--- src/rtl/mem_port_arbiter_pkg.sv ---
// Shared definitions for the fetch/data memory port arbiter.
package mem_port_arbiter_pkg;

  localparam int DEF_AW = 32;
  localparam int DEF_DW = 32;

  localparam logic [1:0] ST_IDLE    = 2'd0;
  localparam logic [1:0] ST_BUSY_IF = 2'd1;
  localparam logic [1:0] ST_BUSY_DM = 2'd2;
  localparam logic [1:0] ST_RESP    = 2'd3;

  typedef enum logic [1:0] {
    IDLE    = ST_IDLE,
    BUSY_IF = ST_BUSY_IF,
    BUSY_DM = ST_BUSY_DM,
    RESP    = ST_RESP
  } arb_state_e;

  // Bits needed to count from 0 up to lim inclusive.
  function automatic int cnt_width(input int lim);
    return (lim < 2) ? 1 : $clog2(lim + 1);
  endfunction

endpackage

--- src/rtl/mem_port_arbiter_wait_counter.sv ---
// Saturating up-counter with synchronous clear; used for both the
// access wait count and the fetch starvation count.
module arb_wait_counter #(
  parameter int W   = 4,
  parameter int LIM = 15
) (
  input  logic         clk,
  input  logic         rst,
  input  logic         clr_i,
  input  logic         inc_i,
  output logic [W-1:0] cnt_o
);

  localparam logic [W-1:0] LIM_V = W'(LIM);

  logic [W-1:0] cnt_q, cnt_d;

  // Clear wins over increment; increment stops at LIM.
  always_comb begin
    cnt_d = cnt_q;
    if (clr_i) begin
      cnt_d = '0;
    end else if (inc_i && (cnt_q != LIM_V)) begin
      cnt_d = cnt_q + W'(1);
    end
  end

  // Count register.
  always_ff @(posedge clk or negedge rst) begin
    if (!rst) cnt_q <= '0;
    else      cnt_q <= cnt_d;
  end

  assign cnt_o = cnt_q;

endmodule

--- src/rtl/mem_port_arbiter.sv ---
// Arbitrates the fetch and data-memory requesters onto one shared memory
// port. Data wins collisions unless fetch has lost STARVE_LIM times in a row.
//
// state   | meaning
// IDLE    | sample requests, latch the winner's access
// BUSY_IF | fetch access on the shared port, waiting for mem_ready
// BUSY_DM | data access on the shared port, waiting for mem_ready
// RESP    | one-cycle ack with captured read data
module mem_port_arbiter
  import mem_port_arbiter_pkg::*;
#(
  parameter int AW         = DEF_AW,
  parameter int DW         = DEF_DW,
  parameter int STARVE_LIM = 3,
  parameter int TIMEOUT    = 15
) (
  input  logic          clk,
  input  logic          rst,
  input  logic          if_req,
  input  logic [AW-1:0] if_addr,
  output logic          if_ack,
  output logic [DW-1:0] if_rdata,
  input  logic          dm_req,
  input  logic          dm_we,
  input  logic [AW-1:0] dm_addr,
  input  logic [DW-1:0] dm_wdata,
  output logic          dm_ack,
  output logic [DW-1:0] dm_rdata,
  output logic          mem_req,
  output logic          mem_we,
  output logic [AW-1:0] mem_addr,
  output logic [DW-1:0] mem_wdata,
  input  logic [DW-1:0] mem_rdata,
  input  logic          mem_ready,
  output logic          stall_f,
  output logic          stall_m,
  output logic          timeout_err
);

  localparam int SW = cnt_width(STARVE_LIM);
  localparam int WW = cnt_width(TIMEOUT);
  localparam logic [SW-1:0] STARVE_V  = SW'(STARVE_LIM);
  localparam logic [WW-1:0] WAIT_LAST = WW'(TIMEOUT - 1);

  arb_state_e    state_q, state_d;
  logic          grant_dm_q, grant_dm_d;
  logic [AW-1:0] addr_q, addr_d;
  logic          we_q, we_d;
  logic [DW-1:0] wdata_q, wdata_d;
  logic [DW-1:0] if_rdata_q, if_rdata_d;
  logic [DW-1:0] dm_rdata_q, dm_rdata_d;
  logic          err_q, err_d;

  logic          st_clr, st_inc, wt_clr, wt_inc;
  logic [SW-1:0] starve_cnt;
  logic [WW-1:0] wait_cnt;

  arb_wait_counter #(.W(SW), .LIM(STARVE_LIM)) u_starve (
    .clk   (clk),
    .rst   (rst),
    .clr_i (st_clr),
    .inc_i (st_inc),
    .cnt_o (starve_cnt)
  );

  arb_wait_counter #(.W(WW), .LIM(TIMEOUT)) u_wait (
    .clk   (clk),
    .rst   (rst),
    .clr_i (wt_clr),
    .inc_i (wt_inc),
    .cnt_o (wait_cnt)
  );

  // Next-state, access latching, read-data capture and counter control.
  always_comb begin
    state_d    = state_q;
    grant_dm_d = grant_dm_q;
    addr_d     = addr_q;
    we_d       = we_q;
    wdata_d    = wdata_q;
    if_rdata_d = if_rdata_q;
    dm_rdata_d = dm_rdata_q;
    err_d      = err_q;
    st_clr     = 1'b0;
    st_inc     = 1'b0;
    wt_clr     = 1'b0;
    wt_inc     = 1'b0;
    unique case (state_q)
      IDLE: begin
        if (dm_req && !(if_req && (starve_cnt == STARVE_V))) begin
          state_d    = BUSY_DM;
          grant_dm_d = 1'b1;
          addr_d     = dm_addr;
          we_d       = dm_we;
          wdata_d    = dm_wdata;
          wt_clr     = 1'b1;
          st_inc     = if_req;
        end else if (if_req) begin
          state_d    = BUSY_IF;
          grant_dm_d = 1'b0;
          addr_d     = if_addr;
          we_d       = 1'b0;
          wdata_d    = '0;
          wt_clr     = 1'b1;
          st_clr     = 1'b1;
        end
      end
      BUSY_IF, BUSY_DM: begin
        if (mem_ready) begin
          state_d = RESP;
          if (grant_dm_q) dm_rdata_d = mem_rdata;
          else            if_rdata_d = mem_rdata;
        end else begin
          wt_inc = 1'b1;
          // This cycle brings the wait count to TIMEOUT: abandon the access.
          if (wait_cnt == WAIT_LAST) begin
            state_d = RESP;
            err_d   = 1'b1;
            if (grant_dm_q) dm_rdata_d = '0;
            else            if_rdata_d = '0;
          end
        end
      end
      RESP: state_d = IDLE;
      default: state_d = IDLE;
    endcase
  end

  // State, latched access and response registers.
  always_ff @(posedge clk or negedge rst) begin
    if (!rst) begin
      state_q    <= IDLE;
      grant_dm_q <= 1'b0;
      addr_q     <= '0;
      we_q       <= 1'b0;
      wdata_q    <= '0;
      if_rdata_q <= '0;
      dm_rdata_q <= '0;
      err_q      <= 1'b0;
    end else begin
      state_q    <= state_d;
      grant_dm_q <= grant_dm_d;
      addr_q     <= addr_d;
      we_q       <= we_d;
      wdata_q    <= wdata_d;
      if_rdata_q <= if_rdata_d;
      dm_rdata_q <= dm_rdata_d;
      err_q      <= err_d;
    end
  end

  assign mem_req     = (state_q == BUSY_IF) || (state_q == BUSY_DM);
  assign mem_we      = we_q;
  assign mem_addr    = addr_q;
  assign mem_wdata   = wdata_q;
  assign if_ack      = (state_q == RESP) && !grant_dm_q;
  assign dm_ack      = (state_q == RESP) && grant_dm_q;
  assign if_rdata    = if_rdata_q;
  assign dm_rdata    = dm_rdata_q;
  assign stall_f     = if_req && !if_ack;
  assign stall_m     = dm_req && !dm_ack;
  assign timeout_err = err_q;

endmodule

--- config.mk ---
export PLATFORM = sky130hd
export DESIGN_NAME = mem_port_arbiter
export DESIGN_NICKNAME = d
export VERILOG_FILES = /design/src/rtl/mem_port_arbiter_pkg.sv /design/src/rtl/mem_port_arbiter_wait_counter.sv /design/src/rtl/mem_port_arbiter.sv
export SDC_FILE = /design/constraint.sdc
export NUM_CORES = 1
export LEC_CHECK = 0
export ABC_AREA = 1
export ABC_CLOCK_PERIOD_IN_PS = 1300
export CAP_MARGIN = 20
export CORE_MARGIN = 3
export CORE_UTILIZATION = 55
export DETAILED_ROUTE_END_ITERATION = 8
export DONT_BUFFER_PORTS = 1
export GPL_TIMING_DRIVEN = 0
export PLACE_DENSITY = 0.83
export SLEW_MARGIN = 10
export SYNTH_ARGS = -nofsm -noshare
export SYNTH_HDL_FRONTEND = slang
export SYNTH_SLANG_ARGS = --single-unit
--- constraint.sdc ---
create_clock -name clk -period 1.3 [get_ports clk]
set_input_delay 0.26 -clock clk [delete_from_list [all_inputs] [get_ports clk]]
set_output_delay 0.26 -clock clk [all_outputs]
set_load 0.02 [all_outputs]
==> reports/metrics.yaml, run 1 <==
global_routing:
  grt_max_degree: 140
  grt-ovfl-total: 0
  grt_pass1_wl_um: 33000
  grt_pass1_vias: 6298
  grt.total_usage_pct: 33.3
  antenna_found_initial: 0
timing:
  finClkSkew_ns: 0.00853
  worst_slack_ns: -0.366
  tns_ns: -26.41
  min_period_ns: 1.67
  finalCritPeriodShare_pct: 128
  final-hold-violation-count: 139
  timing.final.max_slew_violations: 0
  relSlewSlack_pct: 64.8
  tightest_slew_ns: 0.528
  fin_hold_ws_ns: -0.459
  rsz0062_at_grt: "true"
  fmax_ghz: 0.600
  setup_viol: 144
synth:
  yosysSeqAreaShare_pct: 56.0
  synth_top_cell_by_area: "dfrtp_1"
  ys_ff_latch: 139
  synth_top_area_share_pct: 56.0
  synth.avg_cell_area_um2: 8.65
  syn_nets: 858
  yosysWarnings: 0
  synthCells: 718
  syn_area_um2: 6210
  synth_top_cells_by_area: "dfrtp_1 56%, nand2_1 19%, nand4_1 6.8%"
  ys_types: 22
placed_design:
  postPlaceCellArea_um2: 6420
  dp.cells: 858
  portBuffers: 0
  gp_routability_congestion: 0.870
  dp_hpwl_um: 12200
route:
  vias: 6417
  viasPerCell: 6.37
  finalWirelength_um: 24500
  wl_per_cell_um: 24.3
  initialDrtViolationCount: 598
  firstDrtPassIters: 8
  drc: 0
  ant_nets: 0
power:
  power.density_nw_per_um2: 2980
  peakVddDrop_v: 0.00176
  p_total_mw: 27.9
  leakage_nw: 4.66
min_path:
  hp-class: "in2async"
finish:
  drive_gt1_share_pct: 39.2
  fin_area_um2: 9380
  final_cell_mix: "181 x nand2_1, 139 x dfrtp_1, 112 x nand2_2"
  regArea_um2: 3480
  stdcell_count: 1008
  area_growth_pct: 51.1
  diodes: 0
  fillers: 535
  multi_input_area_um2: 3020
  num-nets-final: 995
  layout_commonest_cell: "nand2_1"
outcome:
  violations: "hold timing, setup timing"
  outcome: "finished with violations"
setup_path:
  cp_max_fo: 3
  cp.required_ns: 1.04
  start_kind: "flop"
  crit_path_end_kind: "primary output"
  cp.arrival_ns: 1.41
  path_class: "reg2out"
floorplan:
  rows: 38
  die_area_um2: 12600
  initial_core_util_pct: 56.8
  ios: 269
  fp.dieH_um: 112
  die_w_um: 112
  core_area_um2: 10900
clocking:
  clk_pin_slew_worst_paths_ns: 0.06
  clk_latency_ns: 0.41
  h-tree-depth: 4
  cts_root_buf: "clkbuf_16"
  clockBufferDepth: 2
  cts_tree: "built"
  cts.sinks: 139
  numCtsBuffers: 17
job:
  cap_viol_max_count: 0
[cell type report]
class / count / area share [%]
plain buffers: 49 / 5.59
clock buffers: 19 / 4.72
clock inverters: 13 / 2.28
inverters: 49 / 2.17
multi-input cells: 479 / 32.1
flip-flops and latches: 139 / 37.1
well taps: 140 / 1.87
repair buffers: 119 / 14.1
repair inverters: 1 / 0.120
[state kept, by name, summed over array words and instances (netlist names)]
name,cells
state_q,2
mem_we,1
mem_wdata,32
grant_dm_q,1
u_wait.cnt_o,4
dm_rdata,32
timeout_err,1
if_rdata,32
u_starve.cnt_o,2
mem_addr,32
[cells in the mapped netlist]
cell / number
o21ai_4: 1
or2_2: 1
buf_6: 5
a21o_1: 1
nand2_1: 313
nand2_2: 1
buf_4: 4
o21ai_0: 5
ha_1: 6
clkbuf_1: 9
buf_2: 25
inv_1: 46
a21oi_1: 2
nand4_1: 67
buf_1: 8
inv_2: 3
o211ai_1: 24
nor2_1: 8
dfrtp_1: 139
o211ai_2: 8
nand3_1: 40
nand3_2: 2
[power breakdown]
part	leakage [nW]	switching, mW	internal, mW
logic	2.60	6.36	5.27
clock network	0.315	1.93	3.48
registers	1.74	4.49	6.40
total	4.66	12.8	15.1
[cell families (layout without fill, tap and decap cells)]
logic type               Yosys count  count (layout)  share of synthesized area [%]
flip-flops                       139             139                           56.0
AO/OA/AOI/OAI                     41              41                           5.46
adder cells (fa/ha/maj)            6               6                           1.21
buffers and inverters            100             250                           7.40
AND/OR/NAND/NOR                  432             432                           29.9
[worst paths after layout]
path                                     endpoint        from  slack, ns  cells after the start
max in group asynchronous       u_starve.cnt_o[1]         rst       1.58                      0
min in group clk                      mem_addr[7]  dm_addr[7]          0                      2
worst min register to register         state_q[0]  state_q[0]       0.59                      2
worst max-delay path                      stall_m  state_q[1]      -0.37                      4
worst min-delay path                 mem_addr[30]         rst      -0.46                      0
worst max register to register    u_wait.cnt_o[3]  state_q[0]      -0.30                      9
[routing by layer]
metal	wire [µm]	part of all wire [%]	track usage (%)
met1	8080	33	37.0
met4	1600	6.5	20.0
met5	0	0	0
met3	2370	9.7	10.2
met2	12400	51	56.0
[through the flow]
| stage | worst slack [ns] | utilization, % | hold WS [ns] |
|---|---|---|---|
| floorplan | -0.0297 | - | -0.0356 |
| global placement | -0.256 | 58.7 | -0.0324 |
| detailed placement | -0.300 | 58.7 | -0.0328 |
| CTS | -0.329 | 77.5 | -0.465 |
| global route | -0.408 | 85.8 | -0.477 |
| finish | -0.366 | 85.8 | -0.459 |
[worst max-delay path, cell delays in order, from the launching register on]
cell and delay (ns):
dfrtp_1 0.42, ha_2 0.22, nand2_1 0.09, inv_2 0.09, nor2_4 0.19
[repair_timing]
action / CTS / global route
gates resized for setup: 167 / 208
cloned: 18 / 7
buffers inserted: 33 / 10
pin swaps: 41 / 82
endpoints found under the setup margin: 138 / 144
hold buffers: 46 / 12
endpoints found under the hold margin: 185 / 151
No activity file was read; power rests on OpenSTA's default activity.
==> run 2: changes to the inputs <==
--- a/config.mk
+++ b/config.mk
@@ -7,7 +7,6 @@
 export LEC_CHECK = 0
 export ABC_AREA = 1
 export ABC_CLOCK_PERIOD_IN_PS = 1300
-export CAP_MARGIN = 20
 export CORE_MARGIN = 3
 export CORE_UTILIZATION = 55
 export DETAILED_ROUTE_END_ITERATION = 8
==> results of run 2 <==
No change in the layout: final DEF, timing and power equal those of run 1.
==> run 3: changes to the inputs <==
--- a/config.mk
+++ b/config.mk
@@ -12,6 +12,7 @@
 export DETAILED_ROUTE_END_ITERATION = 8
 export DONT_BUFFER_PORTS = 1
 export GPL_TIMING_DRIVEN = 0
+export MAX_ROUTING_LAYER = met4
 export PLACE_DENSITY = 0.83
 export SLEW_MARGIN = 10
 export SYNTH_ARGS = -nofsm -noshare
==> run 3 against run 2 <==
Against the previous run:
- the flow still finishes with violations (hold timing, setup timing)
- global-route usage rose by 0.96 points
- maximum frequency rose by 0.62%
- flip-flop and latch count did not move
- total power rose by 0.48%
- design area barely moved
- highest routed layer unchanged
==> reports/metrics.yaml, run 3 (synthesis results as in run 1) <==
outcome:
  violations: "hold timing, setup timing"
  outcome: "finished with violations"
global_routing:
  grt_pass1_vias: 6307
  grt.total_usage_pct: 34.2
  grt_use_met2_pct: 56.1
  grt_max_degree: 140
  use_met3_pct: 9.06
  grt_pass1_wl_um: 33000
  antenna_found_initial: 0
  grt-ovfl-total: 0
  use_met1_pct: 37.4
  grt.busiest_layer: "met2"
job:
  cap_viol_max_count: 0
min_path:
  hp-class: "in2async"
setup_path:
  rr_worst_depth: 9
  critPathTopFamily: "simple AND/OR/NAND/NOR gates"
  crit_path_end_kind: "flop"
  critPathMaxStageDelay_ns: 0.42
  cp_cell_sequence: "inv_2, ha_4, inv_4, nor2_4, nand2_4, nand2_4, inv_2, nand2_2, nand2_2"
  path_class: "reg2reg"
  cp_max_fo: 7
  start_kind: "flop"
  crit_buf_inv: 3
  cpMaxStageDelayCell: "ha_4"
  path_depth: 9
  cp.required_ns: 1.59
  cp.arrival_ns: 1.95
power:
  sequentialPowerShare_pct: 38.9
  peakVddDrop_v: 0.00181
  p_clk_share_pct: 19.3
  switchingPower_mw: 12.9
  p_comb_share_pct: 41.8
  power.density_nw_per_um2: 2990
  p_int_mw: 15.2
  power.share.switching_pct: 45.9
  leakage_nw: 4.66
route:
  vias: 6429
  finalWirelength_um: 24700
  viasPerCell: 6.39
  firstDrtPassIters: 5
  drc: 0
  initialDrtViolationCount: 611
  wl_per_cell_um: 24.5
  ant_nets: 0
floorplan:
  fp.dieH_um: 112
  die_area_um2: 12600
  core_area_um2: 10900
  ios: 269
  initial_core_util_pct: 56.8
  rows: 38
  die_w_um: 112
clocking:
  clockBufferDepth: 2
  cts.sinks: 139
  clk_pin_slew_worst_paths_ns: 0.06
  clk_latency_ns: 0.42
  cts_tree: "built"
  numCtsBuffers: 17
  h-tree-depth: 4
  cts_root_buf: "clkbuf_16"
finish:
  stdcell_count: 1006
  multi_input_area_um2: 3030
  fin_area_um2: 9390
  diodes: 0
  fillers: 533
  drive_gt1_share_pct: 39.7
  layout_commonest_cell: "nand2_1"
  final_cell_mix: "177 x nand2_1, 139 x dfrtp_1, 116 x nand2_2"
  area_growth_pct: 51.2
  num-nets-final: 993
  regArea_um2: 3480
timing:
  timing.final.max_slew_violations: 0
  relSlewSlack_pct: 65.2
  finalCritPeriodShare_pct: 127
  finClkSkew_ns: 0.0116
  fin_hold_ws_ns: -0.461
  setup_viol: 144
  min_period_ns: 1.66
  rsz0062_at_grt: "true"
  final-hold-violation-count: 141
  tightest_slew_ns: 0.522
  tns_ns: -27.11
  fmax_ghz: 0.604
  worst_slack_ns: -0.356
placed_design:
  postPlaceCellArea_um2: 6420
  dp_hpwl_um: 12200
  dp.cells: 858
  portBuffers: 0
  post-place-ws_ns: -0.300
  gp_routability_congestion: 0.884
[run 3: cell count changes in the layout (fill, tap and decap cells not counted)]
cell | before | now
nand2_1 | 181 | 177
buf_4 | 23 | 22
clkinv_8 | 1 | 2
dlygate4sd3_1 | 58 | 56
inv_8 | 1 | 0
buf_8 | 23 | 24
nand2_2 | 112 | 116
[run 3: worst paths after layout]
kind | slack (ns) | from | end
worst max-delay path | -0.36 | state_q[0] | u_wait.cnt_o[1]
max in group asynchronous | 1.57 | rst | mem_addr[31]
worst min-delay path | -0.46 | rst | mem_addr[30]
min in group clk | -0.01 | dm_wdata[29] | mem_wdata[29]
worst max register to register | -0.36 | state_q[0] | u_wait.cnt_o[1]
worst min register to register | 0.60 | state_q[0] | state_q[0]
[run 3: area by class of cell]
cell class                 count  share of cell area [%]
buffer                        49                    5.59
clock buffer                  19                    4.72
clock inverter                13                    2.28
inverter                      49                    2.17
multi-input combinational    479                    32.2
sequential                   139                    37.1
tap                          140                    1.87
timing repair buffer         117                    13.9
timing repair inverter         1                   0.173
[run 3: metrics by stage]
| step | power, mW | hold slack, ns | utilization, % |
|---|---|---|---|
| 2_1_floorplan | 14.6 | -0.0356 | - |
| 3_3_place_gp | 16.1 | -0.0324 | 58.7 |
| 3_5_place_dp | 16.5 | -0.0328 | 58.7 |
| 4_1_cts | 24.5 | -0.465 | 77.5 |
| 5_1_grt | 29.1 | -0.480 | 85.8 |
| 6_report | 28.1 | -0.461 | 85.8 |
[run 3: routing by layer]
layer / wire length (µm) / vias up
met5: 0 / -
met4: 1720 / 0
met3: 2270 / 158
met2: 12600 / 514
met1: 8060 / 3133
li1: - / 2624
[run 3: power by group through the flow]
| stage | combinational, mW | clock (mW) | sequential [mW] |
|---|---|---|---|
| 2_1_floorplan | 4.69 | 0 | 9.93 |
| 3_3_place_gp | 5.59 | 0 | 10.5 |
| 3_5_place_dp | 5.99 | 0 | 10.5 |
| 4_1_cts | 8.61 | 5.39 | 10.5 |
| 5_1_grt | 12.5 | 5.62 | 11.0 |
| 6_report | 11.7 | 5.41 | 10.9 |
[run 3: what timing repair did]
| item | in CTS | in global routing |
|---|---|---|
| pin swaps | 41 | 81 |
| setup endpoints to repair | 138 | 144 |
| cloned | 18 | 7 |
| setup buffers | 33 | 10 |
| gates resized for setup | 167 | 215 |
| endpoints found under the hold margin | 185 | 149 |
| hold buffers | 46 | 10 |
